--- src/rtl/fetch_pc_ctrl_pkg.sv ---
`default_nettype none
// ============================================================================
// Module      : gpu_pkg
// Description : Shared widths, types and helpers for the fetch PC controller
//               and its SIMT / decode / IBuffer / ICache neighbours.
// Revision    : 1.0  initial release
// ============================================================================
package gpu_pkg;

  localparam int NUM_WARPS = 8;
  localparam int PC_W      = 10;
  localparam int PC_INC    = 4;
  localparam int WARPID_W  = $clog2(NUM_WARPS);
  localparam int TA_W      = NUM_WARPS * PC_W;

  typedef logic [PC_W-1:0]      pc_t;
  typedef logic [WARPID_W-1:0]  wid_t;
  typedef logic [NUM_WARPS-1:0] wmask_t;

  // One fetch request as presented to the instruction cache.
  typedef struct packed {
    logic valid;
    wid_t wid;
    pc_t  pc;
  } fetch_req_t;

  // Extract warp w's target from the packed SIMT target bus.
  function automatic pc_t ta_slice(input logic [TA_W-1:0] ta, input int w);
    return ta[w*PC_W +: PC_W];
  endfunction

endpackage
`default_nettype wire

--- src/rtl/fetch_pc_ctrl_if.sv ---
`default_nettype none
// ============================================================================
// Module      : fetch_pc_ctrl_if
// Description : Bundle of the task-manager launch, SIMT fetch control, decode
//               redirect, IBuffer back-pressure and ICache request signals.
// Revision    : 1.0  initial release
// ============================================================================
interface fetch_pc_ctrl_if;
  import gpu_pkg::*;

  logic                Start_TM_IF;
  wid_t                WarpID_TM_IF;
  pc_t                 StartPC_TM_IF;
  wmask_t              UpdatePC_Qual1_SIMT_IF;
  wmask_t              UpdatePC_Qual2_SIMT_IF;
  wmask_t              Stall_SIMT_IF;
  logic [TA_W-1:0]     TA_SIMT_IF;
  wmask_t              UpdatePC_Qual3_ID_IF;
  pc_t                 TA_ID_IF;
  wmask_t              Exit_ID_IF;
  wmask_t              Full_IB_IF;
  logic                Valid_IF_ICache;
  pc_t                 PC_IF_ICache;
  wid_t                WarpID_IF_ICache;
  wmask_t              Active_IF;

  // Environment side: drives control, observes the fetch request.
  modport master (
    output Start_TM_IF, WarpID_TM_IF, StartPC_TM_IF,
    output UpdatePC_Qual1_SIMT_IF, UpdatePC_Qual2_SIMT_IF, Stall_SIMT_IF, TA_SIMT_IF,
    output UpdatePC_Qual3_ID_IF, TA_ID_IF, Exit_ID_IF, Full_IB_IF,
    input  Valid_IF_ICache, PC_IF_ICache, WarpID_IF_ICache, Active_IF
  );

  // Fetch controller side.
  modport slave (
    input  Start_TM_IF, WarpID_TM_IF, StartPC_TM_IF,
    input  UpdatePC_Qual1_SIMT_IF, UpdatePC_Qual2_SIMT_IF, Stall_SIMT_IF, TA_SIMT_IF,
    input  UpdatePC_Qual3_ID_IF, TA_ID_IF, Exit_ID_IF, Full_IB_IF,
    output Valid_IF_ICache, PC_IF_ICache, WarpID_IF_ICache, Active_IF
  );

endinterface
`default_nettype wire

--- src/rtl/fetch_pc_ctrl_rr_arbiter_8.sv ---
`default_nettype none
// ============================================================================
// Module      : rr_arbiter_8
// Description : Combinational 8-way round-robin pick. Searches upward from
//               the pointer, wrapping 7 -> 0, and returns the first request.
// Revision    : 1.0  initial release
// ============================================================================
module rr_arbiter_8 (
  input  wire logic [7:0] request,
  input  wire logic [2:0] pointer,
  output logic            grant_valid,
  output logic [2:0]      grant_id
);

  logic [15:0] w_dbl;
  logic [7:0]  w_rot;
  logic [2:0]  w_off;

  // Rotate so the pointer position lands at bit 0; the lowest set bit of
  // the rotated vector is then the distance to the winner.
  assign w_dbl = {request, request} >> pointer;
  assign w_rot = w_dbl[7:0];

  // Lowest set bit of the rotated request vector.
  always_comb begin
    w_off = 3'd0;
    for (int i = 7; i >= 0; i--) begin
      if (w_rot[i]) w_off = 3'(i);
    end
  end

  assign grant_valid = |request;
  assign grant_id    = pointer + w_off;

endmodule
`default_nettype wire

--- src/rtl/fetch_pc_ctrl.sv ---
`default_nettype none
// ============================================================================
// Module      : fetch_pc_ctrl
// Description : Per-warp PC and active-bit store. Each cycle one eligible warp
//               is chosen round-robin and its PC is sent to the ICache; PCs
//               follow launch / exit / SIMT redirect / decode redirect /
//               sequential advance, in that priority.
// Revision    : 1.0  initial release
// ============================================================================
module fetch_pc_ctrl
  import gpu_pkg::*;
(
  input  wire logic      clk,
  input  wire logic      rst,
  fetch_pc_ctrl_if.slave bus
);

  pc_t    r_pc [NUM_WARPS];
  wmask_t r_active;
  wid_t   r_ptr;
  logic   r_valid;
  pc_t    r_fpc;
  wid_t   r_fwid;

  wmask_t w_launch;
  wmask_t w_elig;
  wmask_t w_granted;
  logic   w_gvalid;
  wid_t   w_gid;
  pc_t    w_pc_nxt [NUM_WARPS];
  wmask_t w_act_nxt;

  // A warp touched by launch, exit or any redirect this cycle sits out of
  // arbitration so that the PC it would issue is never a stale one.
  for (genvar w = 0; w < NUM_WARPS; w++) begin : g_warp
    assign w_launch[w]  = bus.Start_TM_IF && (bus.WarpID_TM_IF == wid_t'(w));
    assign w_elig[w]    = r_active[w]
                        & ~bus.Stall_SIMT_IF[w]
                        & ~bus.Full_IB_IF[w]
                        & ~bus.UpdatePC_Qual1_SIMT_IF[w]
                        & ~bus.UpdatePC_Qual2_SIMT_IF[w]
                        & ~bus.UpdatePC_Qual3_ID_IF[w]
                        & ~bus.Exit_ID_IF[w]
                        & ~w_launch[w];
    assign w_granted[w] = w_gvalid && (w_gid == wid_t'(w));
  end

  rr_arbiter_8 u_arb (
    .request     (w_elig),
    .pointer     (r_ptr),
    .grant_valid (w_gvalid),
    .grant_id    (w_gid)
  );

  // Next PC and active bit per warp, highest-priority event first.
  always_comb begin
    w_act_nxt = r_active;
    for (int i = 0; i < NUM_WARPS; i++) begin
      w_pc_nxt[i] = r_pc[i];
      if (w_launch[i]) begin
        w_pc_nxt[i]  = bus.StartPC_TM_IF;
        w_act_nxt[i] = 1'b1;
      end else if (bus.Exit_ID_IF[i]) begin
        w_act_nxt[i] = 1'b0;
      end else if (bus.UpdatePC_Qual1_SIMT_IF[i] || bus.UpdatePC_Qual2_SIMT_IF[i]) begin
        w_pc_nxt[i] = ta_slice(bus.TA_SIMT_IF, i);
      end else if (bus.UpdatePC_Qual3_ID_IF[i]) begin
        w_pc_nxt[i] = bus.TA_ID_IF;
      end else if (w_granted[i]) begin
        w_pc_nxt[i] = r_pc[i] + pc_t'(PC_INC);
      end
    end
  end

  // Warp PC and active-bit storage.
  always_ff @(posedge clk or posedge rst) begin
    if (rst) begin
      for (int i = 0; i < NUM_WARPS; i++) r_pc[i] <= '0;
      r_active <= '0;
    end else begin
      for (int i = 0; i < NUM_WARPS; i++) r_pc[i] <= w_pc_nxt[i];
      r_active <= w_act_nxt;
    end
  end

  // Registered fetch request and round-robin pointer; address and warp ID
  // hold across idle cycles so the ICache sees a stable bus.
  always_ff @(posedge clk or posedge rst) begin
    if (rst) begin
      r_valid <= 1'b0;
      r_fpc   <= '0;
      r_fwid  <= '0;
      r_ptr   <= '0;
    end else begin
      r_valid <= w_gvalid;
      if (w_gvalid) begin
        r_fpc  <= r_pc[w_gid];
        r_fwid <= w_gid;
        r_ptr  <= w_gid + wid_t'(1);
      end
    end
  end

  assign bus.Valid_IF_ICache  = r_valid;
  assign bus.PC_IF_ICache     = r_fpc;
  assign bus.WarpID_IF_ICache = r_fwid;
  assign bus.Active_IF        = r_active;

endmodule
`default_nettype wire

--- src/flat_wrapper.sv ---
// flat-port wrapper written by rule: the top's interface ports become plain ports
module fetch_pc_ctrl_flat import gpu_pkg::*;
  (clk, rst, bus_Start_TM_IF, bus_WarpID_TM_IF, bus_StartPC_TM_IF, bus_UpdatePC_Qual1_SIMT_IF, bus_UpdatePC_Qual2_SIMT_IF, bus_Stall_SIMT_IF, bus_TA_SIMT_IF, bus_UpdatePC_Qual3_ID_IF, bus_TA_ID_IF, bus_Exit_ID_IF, bus_Full_IB_IF, bus_Valid_IF_ICache, bus_PC_IF_ICache, bus_WarpID_IF_ICache, bus_Active_IF);
  fetch_pc_ctrl_if bus_i ();
  input  wire logic clk;
  input  wire logic rst;
  input wire logic [$bits(bus_i.Start_TM_IF)-1:0] bus_Start_TM_IF;
  input wire logic [$bits(bus_i.WarpID_TM_IF)-1:0] bus_WarpID_TM_IF;
  input wire logic [$bits(bus_i.StartPC_TM_IF)-1:0] bus_StartPC_TM_IF;
  input wire logic [$bits(bus_i.UpdatePC_Qual1_SIMT_IF)-1:0] bus_UpdatePC_Qual1_SIMT_IF;
  input wire logic [$bits(bus_i.UpdatePC_Qual2_SIMT_IF)-1:0] bus_UpdatePC_Qual2_SIMT_IF;
  input wire logic [$bits(bus_i.Stall_SIMT_IF)-1:0] bus_Stall_SIMT_IF;
  input wire logic [$bits(bus_i.TA_SIMT_IF)-1:0] bus_TA_SIMT_IF;
  input wire logic [$bits(bus_i.UpdatePC_Qual3_ID_IF)-1:0] bus_UpdatePC_Qual3_ID_IF;
  input wire logic [$bits(bus_i.TA_ID_IF)-1:0] bus_TA_ID_IF;
  input wire logic [$bits(bus_i.Exit_ID_IF)-1:0] bus_Exit_ID_IF;
  input wire logic [$bits(bus_i.Full_IB_IF)-1:0] bus_Full_IB_IF;
  output wire logic [$bits(bus_i.Valid_IF_ICache)-1:0] bus_Valid_IF_ICache;
  output wire logic [$bits(bus_i.PC_IF_ICache)-1:0] bus_PC_IF_ICache;
  output wire logic [$bits(bus_i.WarpID_IF_ICache)-1:0] bus_WarpID_IF_ICache;
  output wire logic [$bits(bus_i.Active_IF)-1:0] bus_Active_IF;
  assign bus_i.Start_TM_IF = bus_Start_TM_IF;
  assign bus_i.WarpID_TM_IF = bus_WarpID_TM_IF;
  assign bus_i.StartPC_TM_IF = bus_StartPC_TM_IF;
  assign bus_i.UpdatePC_Qual1_SIMT_IF = bus_UpdatePC_Qual1_SIMT_IF;
  assign bus_i.UpdatePC_Qual2_SIMT_IF = bus_UpdatePC_Qual2_SIMT_IF;
  assign bus_i.Stall_SIMT_IF = bus_Stall_SIMT_IF;
  assign bus_i.TA_SIMT_IF = bus_TA_SIMT_IF;
  assign bus_i.UpdatePC_Qual3_ID_IF = bus_UpdatePC_Qual3_ID_IF;
  assign bus_i.TA_ID_IF = bus_TA_ID_IF;
  assign bus_i.Exit_ID_IF = bus_Exit_ID_IF;
  assign bus_i.Full_IB_IF = bus_Full_IB_IF;
  assign bus_Valid_IF_ICache = bus_i.Valid_IF_ICache;
  assign bus_PC_IF_ICache = bus_i.PC_IF_ICache;
  assign bus_WarpID_IF_ICache = bus_i.WarpID_IF_ICache;
  assign bus_Active_IF = bus_i.Active_IF;
  fetch_pc_ctrl u_core (.clk(clk), .rst(rst), .bus(bus_i));
endmodule
--- config.mk ---
export PLATFORM = sky130hd
export DESIGN_NAME = fetch_pc_ctrl_flat
export DESIGN_NICKNAME = d
export VERILOG_FILES = /design/src/rtl/fetch_pc_ctrl_pkg.sv /design/src/rtl/fetch_pc_ctrl_if.sv /design/src/rtl/fetch_pc_ctrl_rr_arbiter_8.sv /design/src/rtl/fetch_pc_ctrl.sv /design/src/flat_wrapper.sv
export SDC_FILE = /design/constraint.sdc
export NUM_CORES = 1
export LEC_CHECK = 0
export ABC_CLOCK_PERIOD_IN_PS = 7700
export BUFFER_PORTS_ARGS = -buffer_cell sky130_fd_sc_hd__buf_2
export CORE_MARGIN = 4
export CORE_UTILIZATION = 61
export CTS_CLUSTER_DIAMETER = 60
export DETAILED_ROUTE_END_ITERATION = 16
export GPL_TIMING_DRIVEN = 0
export PLACE_DENSITY = 0.87
export SETUP_SLACK_MARGIN = 0.02
export SYNTH_ARGS = -nofsm -noshare
export SYNTH_HDL_FRONTEND = slang
export SYNTH_SLANG_ARGS = --single-unit
--- constraint.sdc ---
create_clock -name clk -period 7.7 [get_ports clk]
set_input_delay 1.54 -clock clk [delete_from_list [all_inputs] [get_ports clk]]
set_output_delay 1.54 -clock clk [all_outputs]
set_load 0.02 [all_outputs]
Word-level counts from Yosys, hierarchy flattened
Cells that the tools add are included.

operators by class
  divide/modulo/power cells = 0
  multiplexer cells = 67
  reduce and logical (&&, ||, !) cells = 51
  bitwise gates (word level) = 113
  $mul = 0
  add/sub/neg operators = 10
  equal/unequal tests = 22
  shifts and indexed selects = 1
  magnitude comparators = 1

operators by type and width
  cell                     count
  $mux W10                 42
  $add A10 B3 Y10 const B  8
  $and A1 B1 Y1            56
  $not A1 Y1               56
  $reduce_bool A4 Y1       8
  $bmux W10 S3             1
  $eq A3 B3 Y1 const B     8
  $mux W3                  8
  $logic_and A1 B1 Y1      16
  $mux W1                  16
  $ne A2 B1 Y1 const B     8
  $reduce_and A2 Y1        8
  $reduce_bool A2 Y1       8
  $shr A16 B3 Y8           1
  $eq A3 B2 Y1 const B     4
  $logic_or A1 B1 Y1       8
  $reduce_or A8 Y1         1
  $eq A3 B1 Y1 const B     2
  $logic_not A3 Y1         2
  $ge A4 B4 Y1 const B     1
  $not A3 Y4               1
  $add A3 B1 Y3 const B    1
  $add A3 B3 Y3            1

word-level totals
  ROM bits = 0
  memories kept = 0
  output and inout port bits = 22
  flip-flop bits (word level) = 105
  bits in writable memories = 0
  logic and storage cells = 285
  latch bits = 0
  bits of input ports = 154

Logic depth before layout (Yosys ltp)
Gate-level depths: netlist of run 1.

  depth in word-level cells = 25
  mapped depth = 22
  mapped depth without buffers = 18

Modules after synthesis
From an unflattened synthesis of run 1, not the netlist that was laid out.

second synthesis, totals
  cell total of the unflattened synthesis = 1027
  area, all modules = 8912.3 um2

by module, submodules not included
  module         sequential area each (um2)  times used  cells an instance  area an instance (um2)
  fetch_pc_ctrl  2627.5                      1           986                8455.6
  rr_arbiter_8   0.0                         1           41                 456.7

Worst setup path after synthesis of run 1
No wires, ideal clock.

  path kind = input to register
  start point = input port bus_Stall_SIMT_IF[0]
  end point = register u_core.r_pc[2] (netlist name)
  arrival = 5991 ps
  required time = 7564 ps
  setup slack = 1573 ps
  library setup time = 136 ps
  path buffers = 3
  cell stages on the path = 19
  cells stage by stage = or4b_1 or3_1 o211ai_1 a21bo_2 mux2_2 o31ai_1 a21oi_1 o311ai_0 ha_1 inv_1 fa_1 clkbuf_1 clkbuf_1 nor2b_1 ha_1 a21boi_0 o21a_1 clkbuf_1 o21ai_0

on the way
  word-level cells in the longest chain between the ends = 22
  elaborated cells on any way between the ends = 23
  classes of those cells = add/sub (1); eq/ne (1); shift (1); mux (8); bitwise (8); reduce/logical (4)

RTL lines
  item                                   line                              text
  from (decl)                            flat_wrapper.sv:12                input wire logic [$bits(bus_i.Stall_SIMT_IF)-1:0] bus_Stall_SIMT_IF;
  $not A1 Y1 *                           fetch_pc_ctrl.sv:38               & ~bus.Stall_SIMT_IF[w]
  $and A1 B1 Y1 *                        fetch_pc_ctrl.sv:38
  $and A1 B1 Y1 *                        fetch_pc_ctrl.sv:39               & ~bus.Full_IB_IF[w]
  $and A1 B1 Y1 *                        fetch_pc_ctrl.sv:40               & ~bus.UpdatePC_Qual1_SIMT_IF[w]
  $and A1 B1 Y1 *                        fetch_pc_ctrl.sv:41               & ~bus.UpdatePC_Qual2_SIMT_IF[w]
  $and A1 B1 Y1 *                        fetch_pc_ctrl.sv:42               & ~bus.UpdatePC_Qual3_ID_IF[w]
  $and A1 B1 Y1 *                        fetch_pc_ctrl.sv:43               & ~bus.Exit_ID_IF[w]
  $and A1 B1 Y1 *                        fetch_pc_ctrl.sv:44               & ~w_launch[w];
  $shr A16 B3 Y8                         fetch_pc_ctrl_rr_arbiter_8.sv:21  assign w_dbl = {request, request} >> pointer;
  $mux W3 (8 in series)                  fetch_pc_ctrl_rr_arbiter_8.sv:28  if (w_rot[i]) w_off = 3'(i);
  $add A3 B3 Y3                          fetch_pc_ctrl_rr_arbiter_8.sv:33  assign grant_id = pointer + w_off;
  $eq A3 B3 Y1                           fetch_pc_ctrl.sv:45               assign w_granted[w] = w_gvalid && (w_gid == wid_t'(w));
  $logic_and A1 B1 Y1 *                  fetch_pc_ctrl.sv:45
  $reduce_bool A4 Y1 (no source line) *  --
  $reduce_and A2 Y1 (no source line) *   --
  to (decl)                              fetch_pc_ctrl.sv:18               pc_t r_pc [NUM_WARPS];

Mark *: on every way between the ends. The rest lies on a longest branch, timed or not.
A chain may end at the register's enable or synchronous reset.

Worst setup path in the final report of run 1
  start point = input port bus_Stall_SIMT_IF[0]
  end point = register u_core.r_pc[45] (netlist name)

on the way
  word-level cells in the longest chain between the ends = 22
  elaborated cells on any way between the ends = 23
  classes of those cells = add/sub (1); eq/ne (1); shift (1); mux (8); bitwise (8); reduce/logical (4)

RTL lines
  item                                   line
  $not A1 Y1 *                           fetch_pc_ctrl.sv:38
  $and A1 B1 Y1 *                        fetch_pc_ctrl.sv:38
  $and A1 B1 Y1 *                        fetch_pc_ctrl.sv:39
  $and A1 B1 Y1 *                        fetch_pc_ctrl.sv:40
  $and A1 B1 Y1 *                        fetch_pc_ctrl.sv:41
  $and A1 B1 Y1 *                        fetch_pc_ctrl.sv:42
  $and A1 B1 Y1 *                        fetch_pc_ctrl.sv:43
  $and A1 B1 Y1 *                        fetch_pc_ctrl.sv:44
  $shr A16 B3 Y8                         fetch_pc_ctrl_rr_arbiter_8.sv:21
  $mux W3 (8 in series)                  fetch_pc_ctrl_rr_arbiter_8.sv:28
  $add A3 B3 Y3                          fetch_pc_ctrl_rr_arbiter_8.sv:33
  $eq A3 B2 Y1                           fetch_pc_ctrl.sv:45
  $logic_and A1 B1 Y1 *                  fetch_pc_ctrl.sv:45
  $reduce_bool A4 Y1 (no source line) *  --
  $reduce_and A2 Y1 (no source line) *   --

Marks and branches as above.

==> summary.md, run 1 <==
| Metric | Value |
|---|---|
| Final Skew | `7.926 ps` |
| Die Height | `about 130 µm` |
| Synth top area cells | `dfrtp_1 (30%), o21ai_0 (6.2%), nand2_1 (5.9%)` |
| Critical path's largest stage delay | `between 600 and 700 ps` |
| Setup TNS | `0 ps` |
| Yosys Warn Count | `0` |
| Share of cells above drive strength 1 | `19.94%` |
| Worst-path fanout max | `10` |
| Die area | `0.01648 mm²` |
| Io pins | `approximately 180` |
| Final setup violating endpoints | `0` |
| Fillcell total | `1123` |
| WL final | `between 30000 and 40000 µm` |
| Vias in the first global route | `approximately 8900` |
| CP Class | `in -> reg` |
| Synth cell count leaders | `nand2_1 (140), o21ai_0 (110), dfrtp_1 (105)` |
| Starting DRT DRC Count | `~1600` |
| Top_reg_cell synth | `dfrtp_1` |
| Layout Nets | `around 1400` |
| Total power after layout | `between 3 and 4 mW` |
| Hold_buf cts | `0` |
| Initial core utilization | `between 60 and 70%` |
| Die Wd | `about 130 µm` |
| Clk sinks | `~110` |
| Post-Place Cells | `between 1000 and 1500` |
| Final Slew Violations | `0` |
| Slew @ Worst Pin | `1132 ps` |
| Synth area leader | `dfrtp_1` |
| Total gr overflow | `0` |
| Total track usage | `38.77%` |
| CP max-delay cell | `or4b_1` |
| RePlAce Congestion | `between 0.9 and 1` |
| Final worst-path cycle share | `between 90% and 100%` |
| Setup bufs post-CTS | `0` |
| Synth Register Bits | `105` |
| Top-count cell post-synth | `nand2_1` |
| Synth top area share | `29.72%` |
| Routed Antenna Nets | `0` |
| Synthesized area | `around 0.009 mm²` |
| Critical-path cell list | `buf_2 > or4b_1 > or3_1 > a311oi_1 > a2111oi_0 > o31ai_1 > a21oi_1 > o311ai_0 > ha_1 > inv_1 > fa_1 > clkbuf_1 > clkbuf_1 > nor2b_1 > ha_1 > a21boi_0 > o21a_1 > clkbuf_1 > nand2_1 > o21ai_0` |
| # DRC | `0` |
| Port Buffers | `156` |
| Hold crit path type | `reg -> reg` |
| Fin util | `between 70% and 80%` |
| Bufs on Longest Clock Path | `2` |
| Number of max-cap violations | `0` |
| Worst-Skew Late Latency | `roughly 360 ps` |
| CTS tree | `built` |
| H-Tree Depth | `3` |
| Reg clk slew, reported paths | `about 80 ps` |
| VDD IR-drop max | `between 0.0002 and 0.0003 V` |
| Async set or reset register ratio after synthesis | `100.0%` |
| Post-synthesis sequential area ratio | `slightly below 30%` |
| Netlist cell types | `67` |
| Hold Path Depth | `2` |
| Crit-path most repeated cell | `clkbuf_1` |
| Cell row count | `43` |
| Root Driver | `clkbuf_16` |
| CTS Buf Count | `9` |
| First-pass GRT wire length | `~49000 µm` |
| Initial antenna violation count | `0` |
| R2R depth | `19` |
| Vias per cell | `just under 7` |
| HPWL after detailed placement | `24130 µm` |
| Outcome | `finished clean` |
| Kind of end point of the critical path | `flop` |
| Vias post-DR | `around 10000` |
| Headroom to the max-slew limit | `between 20% and 30%` |
| First-pass iteration count of the detailed router | `8` |
| # diodes | `0` |
| Minimum clock period | `a little over 7000 ps` |
| Syn Inst Count | `1086` |
| Syn_nets | `between 1000 and 1500` |
| Core ar. | `0.01404 mm²` |
| Fmax | `around 0.14 GHz` |
| Gates resized, CTS repair | `0` |
| Finished Layout Cells | `about 1400` |
| RSZ-0062 raised after global routing | `no` |
| Number of synthesized flops with an enable pin | `0` |
| P_leak | `around 4.4 nW` |
| Largest net degree at the start of global routing | `57` |
| Avg Cell Area, Syn | `between 8 and 9 µm²` |
| Arr. time, crit path | `roughly 7500 ps` |
| DR WL/cell | `22.50 µm` |
| PD cells | `340.3 mW/mm²` |
| Synth-to-Final Area Change | `15.00%` |
| Crit path launch type | `primary input` |
| Final hold violations | `0` |
| Worst Path Required | `7970 ps` |
[per-layer routing]
layer | track usage, % | vias to the layer above | routed length, µm | share of wire (%)
met5 | 0 | - | 0 | 0
met4 | 19.41 | 0 | 1694 | 5.2
met3 | 8.219 | 128 | 4692 | 14
met2 | 57.68 | 788 | 14000 | 43
met1 | 53.77 | 4481 | 11990 | 37
li1 | - | 4315 | - | -
[metrics by stage]
step / cell area (µm²) / hold slack [ps] / worst slack [ps]
after floorplan: 8841 / 484.6 / 1573
after global placement: 9847 / 458.3 / 337.4
after detailed placement: 9877 / 459.7 / 218.3
after CTS: 10170 / 476.8 / 590.2
after global routing: 10170 / 510.1 / 141.1
final: 10170 / 471.0 / 463.9
[critical path: cells and delay by family]
family | cells | cell delay [ps]
adders and majority gates | 3 | 950
buffers and inverters | 5 | 1400
AOI/OAI and AO/OA | 8 | 2110
and+or+nand+nor | 4 | 1490
[sequential cells by signal, indices dropped and copies added, names as in the netlist]
| signal | flops |
|---|---|
| u_core.bus.PC_IF_ICache | 10 |
| u_core.bus.WarpID_IF_ICache | 3 |
| u_core.bus.Active_IF | 8 |
| u_core.r_ptr | 3 |
| u_core.bus.Valid_IF_ICache | 1 |
| u_core.r_pc | 80 |
[layout by cell type (no fill, tap or decap), drive strengths merged, types with 8 or more instances in the layout]
cell    instances
and3           20
dfrtp         105
a31oi          15
o22a           14
nand3          52
ha             11
o211ai         46
o21ai         110
clkbuf         82
inv            29
mux2           27
a211oi          8
or3             8
o22ai          10
xnor2          27
xor2           20
o221ai         14
buf           178
a21oi          69
nand2         140
nor2           89
mux4           20
mux2i          48
nor4b           9
nor3           18
[path summary, 6_finish.rpt]
kind | from | to | slack, ps
hold reg to reg | u_core.bus.WarpID_IF_ICache[0] | u_core.bus.WarpID_IF_ICache[0] | 470
hold / removal | u_core.bus.WarpID_IF_ICache[0] | u_core.bus.WarpID_IF_ICache[0] | 470
setup reg to reg | u_core.bus.Active_IF[0] | u_core.r_pc[45] | 1440
setup / recovery | bus_Stall_SIMT_IF[0] | u_core.r_pc[45] | 460
min in group asynchronous | rst | u_core.r_pc[32] | 1320
max in group asynchronous | rst | u_core.r_pc[58] | 5660
[power breakdown]
part / switching, mW / total (mW) / internal [mW]
clock: 0.232 / 0.465 / 0.233
combinational: 1.25 / 2.18 / 0.931
sequential: 0.149 / 0.813 / 0.663
total: 1.63 / 3.46 / 1.83
[kinds of logic after synthesis]
kind of cell,Yosys count,synth area share [%]
buffers and inverters,120,5.378
flip-flops,105,29.72
XOR/XNOR,47,4.868
AND/OR/NAND/NOR,382,20.72
adder cells (fa/ha/maj),13,1.911
AO/OA/AOI/OAI,324,23.18
multiplexers,95,14.22
[final cells by class]
type | instances | area, µm² | area share [%]
multi-input cells | 861 | 5738 | 56.44
flip-flops and latches | 105 | 2628 | 25.84
repair buffers | 157 | 808.3 | 7.950
plain buffers | 93 | 374.1 | 3.680
clock buffers | 10 | 239.0 | 2.350
well taps | 180 | 225.2 | 2.215
inverters | 27 | 103.9 | 1.021
clock inverters | 6 | 51.30 | 0.5046
No activity file was read; power rests on OpenSTA's default activity.
==> run 2, diff against run 1 <==
MAX_ROUTING_LAYER = met4   (was default)
SYNTH_HIERARCHICAL = 1   (was default)
==> run 2 against run 1 <==
Flip-flop and latch count stayed put. Critical path depth up 3. Setup slack lost 180 ps. Synthesized cell count shrank 5.4%. Non-clock buffer count is 3 lower. Clock power grew 6.0%. Clock-buffer cell count up 1. Hold slack improved by 33 ps. Register-to-register slack better by 530 ps. Clock skew hardly changed. Sequential power shrank 0.6%. Global-route usage grew 1.5 points. Critical endpoint is now u_core/r_pc[32].
==> summary.md, run 2 <==
| Metric | Value |
|---|---|
| Outcome | `finished clean` |
| Top-count cell post-synth | `nand2_1` |
| RePlAce Congestion | `1.045 (+4.7%)` |
| Synth cell count leaders | `nand2_1 (125), dfrtp_1 (105), a31oi_1 (58), nor2_1 (58), nand2b_1 (55)` |
| Clk sinks | `105 (unchanged)` |
| CTS Buf Count | `9 (unchanged)` |
| WL final | `32640 µm (+0.79%)` |
| Number of synthesized flops with an enable pin | `0 (unchanged)` |
| Fmax | `0.1349 GHz (-2.4%)` |
| CP Class | `in -> reg` |
| Minimum clock period | `7412 ps (+176.2 ps)` |
| Vias in the first global route | `8501 (-4.0%)` |
| Total track usage | `40.27% (+1.5 points)` |
| Synth area leader | `dfrtp_1` |
| Core ar. | `0.01410 mm² (+0.38%)` |
| Setup bufs post-CTS | `0 (unchanged)` |
| Vias post-DR | `9626 (-0.89%)` |
| Final Skew | `8.422 ps (+0.4959 ps)` |
| Avg Cell Area, Syn | `8.678 µm² (+6.6%)` |
| Share of cells above drive strength 1 | `22.90% (+3.0 points)` |
| Synth-to-Final Area Change | `15.19%` |
| Gates resized, CTS repair | `0 (unchanged)` |
| PD cells | `211.7 mW/mm² (-38%)` |
| First-pass iteration count of the detailed router | `6 (-2)` |
| Top reg by flops | `u_core/r_pc` |
| Initial antenna violation count | `1 (+1)` |
| Synth Register Bits | `105 (unchanged)` |
| Worst-path fanout max | `10 (unchanged)` |
| Hold crit path type | `reg -> reg` |
| Io pins | `176 (unchanged)` |
| Worst-Skew Late Latency | `370 ps (about the same)` |
| Die Wd | `128.9 µm (+0.38%)` |
| # DRC | `0 (unchanged)` |
| Final hold violations | `0 (unchanged)` |
| Kind of end point of the critical path | `flop` |
| P_leak | `4.276 nW (-2.3%)` |
| Routed Antenna Nets | `0 (unchanged)` |
| Netlist cell types | `75 (+12%)` |
| Largest net degree at the start of global routing | `63 (+11%)` |
| Syn Inst Count | `1027 (-5.4%)` |
| Yosys Warn Count | `6 (+6)` |
| Synth top area cells | `dfrtp_1 (29%), mux4_2 (5.6%), nand2_1 (5.3%)` |
| Bufs on Longest Clock Path | `2 (unchanged)` |
| Final setup margin | `287.7 ps (-176.2 ps)` |
| Cell row count | `43 (unchanged)` |
| Fillcell total | `1138 (+1.3%)` |
| VDD IR-drop max | `0.0001600 V (-37%)` |
| Setup TNS | `0 ps (unchanged)` |
| DR WL/cell | `23.63 µm (+5.0%)` |
| Initial core utilization | `63.23% (+0.27 points)` |
| Most frequent cells in the layout | `buf_2 (192), nand2_1 (125), dfrtp_1 (105), a31oi_1 (58), nor2_1 (58)` |
| Max FFs per register | `80 (unchanged)` |
| Reg clk slew, reported paths | `70 ps (about the same)` |
| Number of max-cap violations | `0 (unchanged)` |
| Layout Nets | `1366 (-3.8%)` |
| Slew @ Worst Pin | `1312 ps (+179.3 ps)` |
| # diodes | `0 (unchanged)` |
| Headroom to the max-slew limit | `11.75% (-12 points)` |
| HPWL after detailed placement | `23950 µm (-0.72%)` |
| DP Worst Slack | `55.36 ps (-162.9 ps)` |
| CTS tree | `built` |
| Worst Path Required | `7950 ps (-20 ps)` |
| Total gr overflow | `0 (unchanged)` |
| Starting DRT DRC Count | `1271 (-20%)` |
| Post-synthesis sequential area ratio | `29.48% (-0.24 points)` |
| Synth top area share | `29.48% (-0.24 points)` |
| Die Height | `128.9 µm (+0.38%)` |
| Die area | `0.01661 mm² (+0.76%)` |
| Arr. time, crit path | `7660 ps (+160 ps)` |
| Root Driver | `clkbuf_16` |
| Final Slew Violations | `0 (unchanged)` |
| Worst hold slack | `504.4 ps (+33.44 ps)` |
| RSZ-0062 raised after global routing | `no` |
| Final worst-path cycle share | `96.26% (+2.3 points)` |
| H-Tree Depth | `3 (unchanged)` |
| Port Buffers | `157 (+0.64%)` |
| Crit path launch type | `primary input` |
| Commonest non-fill, non-tap cell in the layout | `buf_2` |
| Hold_buf cts | `0 (unchanged)` |
| Async set or reset register ratio after synthesis | `100.0% (unchanged)` |
| Final setup violating endpoints | `0 (unchanged)` |
| First-pass GRT wire length | `49160 µm (-0.21%)` |
| Synthesized area | `0.008912 mm² (+0.81%)` |
| Vias per cell | `6.970 (+3.3%)` |
| Top_reg_cell synth | `dfrtp_1` |
| Syn_nets | `1197 (-4.4%)` |
-- run 2: cell types whose count changed in the layout (fill, tap and decap cells not counted), moves of 31 or more --
cell      change
o21ai_0      -65
nand2b_1     +48
a31oi_1      +43
clkbuf_1     -38
mux2i_1      -32
nor2_1       -31
-- run 2: metal layers --
| metal | part of all wire (%) | vias up | GRT usage [%] | routed length [µm] |
|---|---|---|---|---|
| li1 | - | 4233 | - | - |
| met1 | 39 | 4545 | 57.66 | 12870 |
| met2 | 42 | 779 | 55.64 | 13690 |
| met3 | 16 | 69 | 11.25 | 5073 |
| met4 | 3.1 | 0 | 12.11 | 1011 |
| met5 | 0 | - | - | 0 |
-- run 2: cells by family after synthesis --
group / share of synthesized area (%)
AOI/OAI and AO/OA: 24.47
xor gates and xnor gates: 2.555
adders and majority gates: 2.330
buffers and inverters: 6.051
DFF: 29.48
muxes: 11.23
and+or+nand+nor: 23.88
-- run 2: area by class of cell --
type	count	area, µm²	area share [%]
clock inverters	5	53.80	0.5241
clock buffers	11	252.7	2.462
plain buffers	89	464.2	4.522
repair buffers	158	813.3	7.922
well taps	180	225.2	2.194
inverters	20	77.57	0.7556
flip-flops and latches	105	2628	25.59
multi-input cells	813	5752	56.03
-- run 2: worst max-delay path: stages --
cell      delay [ps]
buf_2            160
buf_2            200
nand4_2          170
clkbuf_1         410
nand2_1          100
nor4_1           950
mux4_1           450
mux2i_1          110
nand2b_1         160
a21bo_1          210
a311oi_1         290
ha_1             190
inv_1             50
fa_1             510
inv_1            140
clkbuf_1         320
inv_1            170
ha_1             180
nand3_1           90
a21oi_1          540
or2_1            180
buf_2            210
mux2_1           340
-- run 2: per-stage QoR --
stage / area [µm²] / instances / utilization (%) / power (mW)
floorplan: 8912 / 1027 / - / 1.372
global placement: 9923 / 1364 / 70.40 / 1.639
detailed placement: 9953 / 1365 / 70.61 / 1.658
CTS: 10260 / 1381 / 72.79 / 2.147
global route: 10270 / 1381 / 72.83 / 2.273
finish: 10270 / 1381 / 72.83 / 2.173
-- run 2: worst paths after layout --
path / start / endpoint / depth (start not counted) / slack (ps)
max: bus_WarpID_TM_IF[0] / u_core/r_pc[32] / 23 / 290
max in group asynchronous: rst / u_core/r_pc[52] / 3 / 5670
min: u_core/bus.Active_IF[4] / u_core/bus.Active_IF[4] / 2 / 500
min in group asynchronous: rst / u_core/r_pc[36] / 2 / 1320
min reg2reg: u_core/bus.Active_IF[4] / u_core/bus.Active_IF[4] / 2 / 500
max reg2reg: u_core/bus.Active_IF[6] / u_core/r_pc[32] / 19 / 1970
-- run 2: report_power, final --
part           switching, mW  internal [mW]
Combinational          0.475          0.397
Sequential             0.154          0.654
Clock                  0.223          0.269
